File: src/rtl/seg7_pkg.sv
`default_nettype none
// ============================================================================
//  Module      : seg7_pkg
//  Description : Active-low glyph/anode constants and slot indices for the
//                seven-segment scanner.
//  Revision    : 1.0
// ============================================================================
package seg7_pkg;

  typedef logic [3:0] bcd_t;

  // Segment order is {a,b,c,d,e,f,g}; a 0 lights the segment.
  localparam logic [6:0] SEG_0    = 7'b0000001;
  localparam logic [6:0] SEG_1    = 7'b1001111;
  localparam logic [6:0] SEG_2    = 7'b0010010;
  localparam logic [6:0] SEG_3    = 7'b0000110;
  localparam logic [6:0] SEG_4    = 7'b1001100;
  localparam logic [6:0] SEG_5    = 7'b0100100;
  localparam logic [6:0] SEG_6    = 7'b0100000;
  localparam logic [6:0] SEG_7    = 7'b0001111;
  localparam logic [6:0] SEG_8    = 7'b0000000;
  localparam logic [6:0] SEG_9    = 7'b0000100;
  localparam logic [6:0] SEG_DASH = 7'b1111110;
  localparam logic [6:0] SEG_OFF  = 7'b1111111;

  localparam logic [3:0] AN_OFF   = 4'b1111;

  localparam logic [1:0] IDX_A    = 2'd0;
  localparam logic [1:0] IDX_B    = 2'd1;
  localparam logic [1:0] IDX_C    = 2'd2;
  localparam logic [1:0] IDX_D    = 2'd3;

  function automatic logic [3:0] anode_sel(input logic [1:0] idx);
    case (idx)
      IDX_A:   return 4'b0111;
      IDX_B:   return 4'b1011;
      IDX_C:   return 4'b1101;
      default: return 4'b1110;
    endcase
  endfunction

endpackage
`default_nettype wire

File: src/rtl/bcd_to_seg7.sv
`default_nettype none
// ============================================================================
//  Module      : bcd_to_seg7
//  Description : Combinational BCD digit to active-low segment pattern;
//                codes 10-15 render as a dash.
//  Revision    : 1.0
// ============================================================================
module bcd_to_seg7
  import seg7_pkg::*;
(
  input  logic [3:0] digit_i,
  output logic [6:0] seg_o
);

  always_comb begin
    seg_o = SEG_DASH;
    case (digit_i)
      4'd0:    seg_o = SEG_0;
      4'd1:    seg_o = SEG_1;
      4'd2:    seg_o = SEG_2;
      4'd3:    seg_o = SEG_3;
      4'd4:    seg_o = SEG_4;
      4'd5:    seg_o = SEG_5;
      4'd6:    seg_o = SEG_6;
      4'd7:    seg_o = SEG_7;
      4'd8:    seg_o = SEG_8;
      4'd9:    seg_o = SEG_9;
      default: seg_o = SEG_DASH;
    endcase
  end

endmodule
`default_nettype wire

File: src/rtl/seg7_scan4.sv
`default_nettype none
// ============================================================================
//  Module      : seg7_scan4
//  Description : 4-digit common-anode display scanner with digit latch and
//                per-slot anode-off guard. Define LEAD_ZERO_BLANK_EN to
//                suppress leading zeros in digits A..C.
//  Revision    : 1.0
// ============================================================================
module seg7_scan4
  import seg7_pkg::*;
#(
  parameter int DIV_W        = 16,
  parameter int BLANK_CYCLES = 2
) (
  input  logic       clk,
  input  logic       rst,
  input  logic       load,
  input  logic [3:0] A,
  input  logic [3:0] B,
  input  logic [3:0] C,
  input  logic [3:0] D,
  output logic [3:0] an,
  output logic [6:0] seg
);

  localparam logic [DIV_W-1:0] c_blank_lim = DIV_W'(BLANK_CYCLES);

  bcd_t             a_q, b_q, c_q, d_q;
  bcd_t             a_d, b_d, c_d, d_d;
  logic [DIV_W-1:0] div_q, div_d;
  logic [1:0]       idx_q, idx_d;
  logic [3:0]       an_q, an_d;
  logic [6:0]       seg_q, seg_d;

  logic             w_term;
  bcd_t             w_digit;
  logic             w_lz;
  logic [2:0]       w_lead_zero;
  logic [6:0]       w_glyph;

  assign w_term = (div_q == {DIV_W{1'b1}});

  always_comb begin
    a_d   = a_q;
    b_d   = b_q;
    c_d   = c_q;
    d_d   = d_q;
    if (load) begin
      a_d = A;
      b_d = B;
      c_d = C;
      d_d = D;
    end
    div_d = div_q + DIV_W'(1);
    idx_d = w_term ? idx_q + 2'd1 : idx_q;
  end

`ifdef LEAD_ZERO_BLANK_EN
  // A zero is leading only if every more-significant digit is also zero.
  assign w_lead_zero[0] = (a_q == 4'd0);
  assign w_lead_zero[1] = w_lead_zero[0] && (b_q == 4'd0);
  assign w_lead_zero[2] = w_lead_zero[1] && (c_q == 4'd0);
`else
  assign w_lead_zero = 3'b000;
`endif

  always_comb begin
    w_digit = d_q;
    w_lz    = 1'b0;
    case (idx_q)
      IDX_A: begin
        w_digit = a_q;
        w_lz    = w_lead_zero[0];
      end
      IDX_B: begin
        w_digit = b_q;
        w_lz    = w_lead_zero[1];
      end
      IDX_C: begin
        w_digit = c_q;
        w_lz    = w_lead_zero[2];
      end
      default: begin
        w_digit = d_q;
        w_lz    = 1'b0;
      end
    endcase
  end

  bcd_to_seg7 u_dec (
    .digit_i (w_digit),
    .seg_o   (w_glyph)
  );

  always_comb begin
    an_d  = AN_OFF;
    seg_d = SEG_OFF;
    if ((div_q >= c_blank_lim) && !w_lz) begin
      an_d  = anode_sel(idx_q);
      seg_d = w_glyph;
    end
  end

  always_ff @(posedge clk or negedge rst) begin
    if (!rst) begin
      a_q   <= '0;
      b_q   <= '0;
      c_q   <= '0;
      d_q   <= '0;
      div_q <= '0;
      idx_q <= IDX_A;
      an_q  <= AN_OFF;
      seg_q <= SEG_OFF;
    end else begin
      a_q   <= a_d;
      b_q   <= b_d;
      c_q   <= c_d;
      d_q   <= d_d;
      div_q <= div_d;
      idx_q <= idx_d;
      an_q  <= an_d;
      seg_q <= seg_d;
    end
  end

  assign an  = an_q;
  assign seg = seg_q;

endmodule
`default_nettype wire

File: config.mk
export PLATFORM = sky130hd
export DESIGN_NAME = seg7_scan4
export DESIGN_NICKNAME = d
export VERILOG_FILES = /design/src/rtl/seg7_pkg.sv /design/src/rtl/bcd_to_seg7.sv /design/src/rtl/seg7_scan4.sv
export SDC_FILE = /design/constraint.sdc
export NUM_CORES = 1
export LEC_CHECK = 0
export ABC_AREA = 1
export ABC_CLOCK_PERIOD_IN_PS = 2300
export CORE_ASPECT_RATIO = 0.9
export CORE_MARGIN = 4
export CORE_UTILIZATION = 62
export CTS_CLUSTER_SIZE = 8
export DETAILED_ROUTE_END_ITERATION = 10
export DONT_BUFFER_PORTS = 1
export MAX_ROUTING_LAYER = met4
export PLACE_DENSITY = 0.77
export SLEW_MARGIN = 5
export SYNTH_ARGS = -nofsm -noshare
export SYNTH_HDL_FRONTEND = slang
export SYNTH_SLANG_ARGS = --single-unit
File: constraint.sdc
create_clock -name clk -period 2.3 [get_ports clk]
set_input_delay 0.46 -clock clk [delete_from_list [all_inputs] [get_ports clk]]
set_output_delay 0.46 -clock clk [all_outputs]
set_load 0.02 [all_outputs]
==> results_dict.tcl <==
set metrics [dict create \
    slowest_delay_ns 0.46 \
    htree_levels 2 \
    cts_max_path_buffers 2 \
    tightestPinTransition_ns 0.564 \
    fin_crit_sh 0.900 \
    max_freq_mhz 483 \
    dieArea_mm2 0.00452 \
    cts-buffers-inserted 5 \
    p_leak_uw 0.00113 \
    grt_usage 0.196 \
    drc 0 \
    seq_area_frac_synth 0.525 \
    synth_cells 225 \
    drv_cap 0 \
    initial_core_util 0.643 \
    yosys_warnings 0 \
    cts_resized 0 \
    cts_sinks 45 \
    arrival_ns 2.29 \
    required_ns 2.52 \
    area_growth_syn_to_layout_pct 7.26 \
    fin_setup_tns_ns 0 \
    synth_top_area_share 0.392 \
    synth.avg_cell_area_um2 9.65 \
    slew_headroom 0.620 \
    drive_gt1_frac 0.197 \
    power-per-cell-area_mw_per_mm2 641 \
    holdBufCountCts 1 \
    first_pass_iters 4 \
    io_pins 30 \
    place_hpwl_mm 2.75 \
    fin_nets 262 \
    skew_ns 0.00687 \
    synth.area.top_cells "dfrtp_1, dfstp_2, nand2_1, mux2_2, ha_1" \
    crit_path_end_kind "register" \
    overflow 0 \
    drt_iter0_drc 71 \
    grt_max_degree 46 \
    hold_viol 0 \
    num_vias 1441 \
    ys_ff_latch 45 \
    core_mm2 0.00338 \
    cts_root_buffer "clkbuf_8" \
    antennaDiodeCount 0 \
    syn-num-nets 255 \
    synthArstFlopShare 1.00 \
    grt_pass1_wl_mm 6.66 \
    synth_area_leader_cell "dfrtp_1" \
    synth_cell_types 24 \
    clkTransAtPathRegs_ns 0.08 \
    crit_type "register to register" \
    slew_viol_final 0 \
    vdd_drop_max_uv 449 \
    grt_pass1_vias 1490 \
    postCtsSetupBuffers 0 \
    setup_ws_ns 0.230 \
    hold_class "input pin to register" \
    io_buffers 0 \
    wl_per_cell_um 13.2 \
    cpMaxStageDelayCell "o21ai_0" \
    die_h_um 64.2 \
    pre_cts_slack_ns 0.258 \
    finalSetupViolCount 0 \
    cp_cell_sequence "inv_1, ha_1, nand2_1, nand2_1, o21ai_0, inv_1, ha_1, inv_1, nand3_1, nand3_1, nand3_1" \
    ant_nets 0 \
    clk_latency_ns 0.30 \
    crit_fanout 5 \
    period_minus_slack_ns 2.07 \
    status "completed" \
    antenna_found_initial 0 \
    rows 20 \
    fillerInstances 287 \
    viasPerCell 5.20 \
    synth-edff-count 0 \
    synth_common_cells "nand2_1, dfrtp_1, inv_1, nand3_1, nor2_1" \
    synth_area_mm2 0.00217 \
    rsz0062_at_grt "false" \
    drt-total-wl_mm 3.66 \
    start_kind "register" \
    gp_congestion 0.864 \
    ys.flop_type "dfrtp_1" \
    tritoncts "done" \
    die_w_um 70.4 \
    yosysMostFrequentCell "nand2_1" \
]
[state kept, by name, indices dropped and copies added (netlist names)]
register  flops
a_q           4
an            4
b_q           4
c_q           4
d_q           4
div_q        16
idx_q         2
seg           7
[metrics by stage]
| stage | util | total power, uW | hold slack [ns] | area [um2] | cells |
|---|---|---|---|---|---|
| 3_5_place_dp | 0.656 | 1030 | 0.166 | 2220 | 267 |
| 5_1_grt | 0.690 | 1580 | 0.271 | 2330 | 277 |
| 6_report | 0.690 | 1490 | 0.262 | 2330 | 277 |
| 3_3_place_gp | 0.656 | 1020 | 0.166 | 2220 | 267 |
| 2_1_floorplan | - | 1010 | 0.164 | 2170 | 225 |
| 4_1_cts | 0.687 | 1510 | 0.00698 | 2320 | 276 |
[final cells by class]
class	instances	area (um2)	share of cell area
repair buffers	2	30.0	0.0129
well taps	44	55.1	0.0236
clock buffers	6	72.6	0.0311
multi-input cells	153	928	0.398
flip-flops and latches	45	1140	0.489
inverters	25	93.8	0.0403
clock inverters	2	10.0	0.00430
[placed cells by master (no fill, tap or decap), drive strengths merged]
cell and n:
xnor2 6, clkbuf 6, mux2 13, nand3 19
inv 25, dlygate4sd3 1, ha 11, dfstp 11
clkinv 2, nand2 59, buf 1, dfrtp 34
a21oi 2, nand3b 1, nor2 22, o21ai 8
xor2 5, nand4 6, nor3 1
[per-layer routing]
metal	vias up	global-route usage	wire length [um]
li1	727	-	-
met1	678	0.278	1870
met2	29	0.264	1560
met3	7	0.0503	158
met4	0	0.0861	67
met5	-	-	0
[worst max-delay path, delay by kind of cell (launching register included)]
family	cells	cell delay, ns
adders and majority gates	2	0.47
DFF	1	0.40
AOI/OAI and AO/OA	1	0.46
and+or+nand+nor	5	0.40
buffers and inverters	3	0.27
[power by group]
group / leakage [uW] / total (uW) / switching (uW) / internal (uW)
sequential: 0.000541 / 904 / 48.6 / 856
combinational: 0.000542 / 124 / 70.4 / 53.6
clock: 0.0000450 / 465 / 254 / 211
[cells by family (layout without fill, tap and decap cells)]
| kind of cell | after synthesis | after routing | synth area share |
|---|---|---|---|
| AO/OA/AOI/OAI | 10 | 10 | 0.0248 |
| XOR/XNOR | 11 | 11 | 0.0444 |
| adder cells (fa/ha/maj) | 11 | 11 | 0.0634 |
| buffers and inverters | 27 | 35 | 0.0478 |
| flip-flops | 45 | 45 | 0.525 |
| multiplexers | 13 | 13 | 0.0674 |
| AND/OR/NAND/NOR | 108 | 108 | 0.228 |
[path summary, 6_finish.rpt]
kind	start	cells past startpoint	to	slack, ns
min in group asynchronous	rst	2	div_q[8]	0.61
max in group asynchronous	rst	2	an[3]	1.43
hold / removal	load	1	d_q[0]	0.26
setup / recovery	idx_q[1]	11	seg[1]	0.23
hold reg to reg	div_q[0]	1	div_q[0]	0.49
setup reg to reg	idx_q[1]	11	seg[1]	0.23
(Power assumes the default switching activity.)
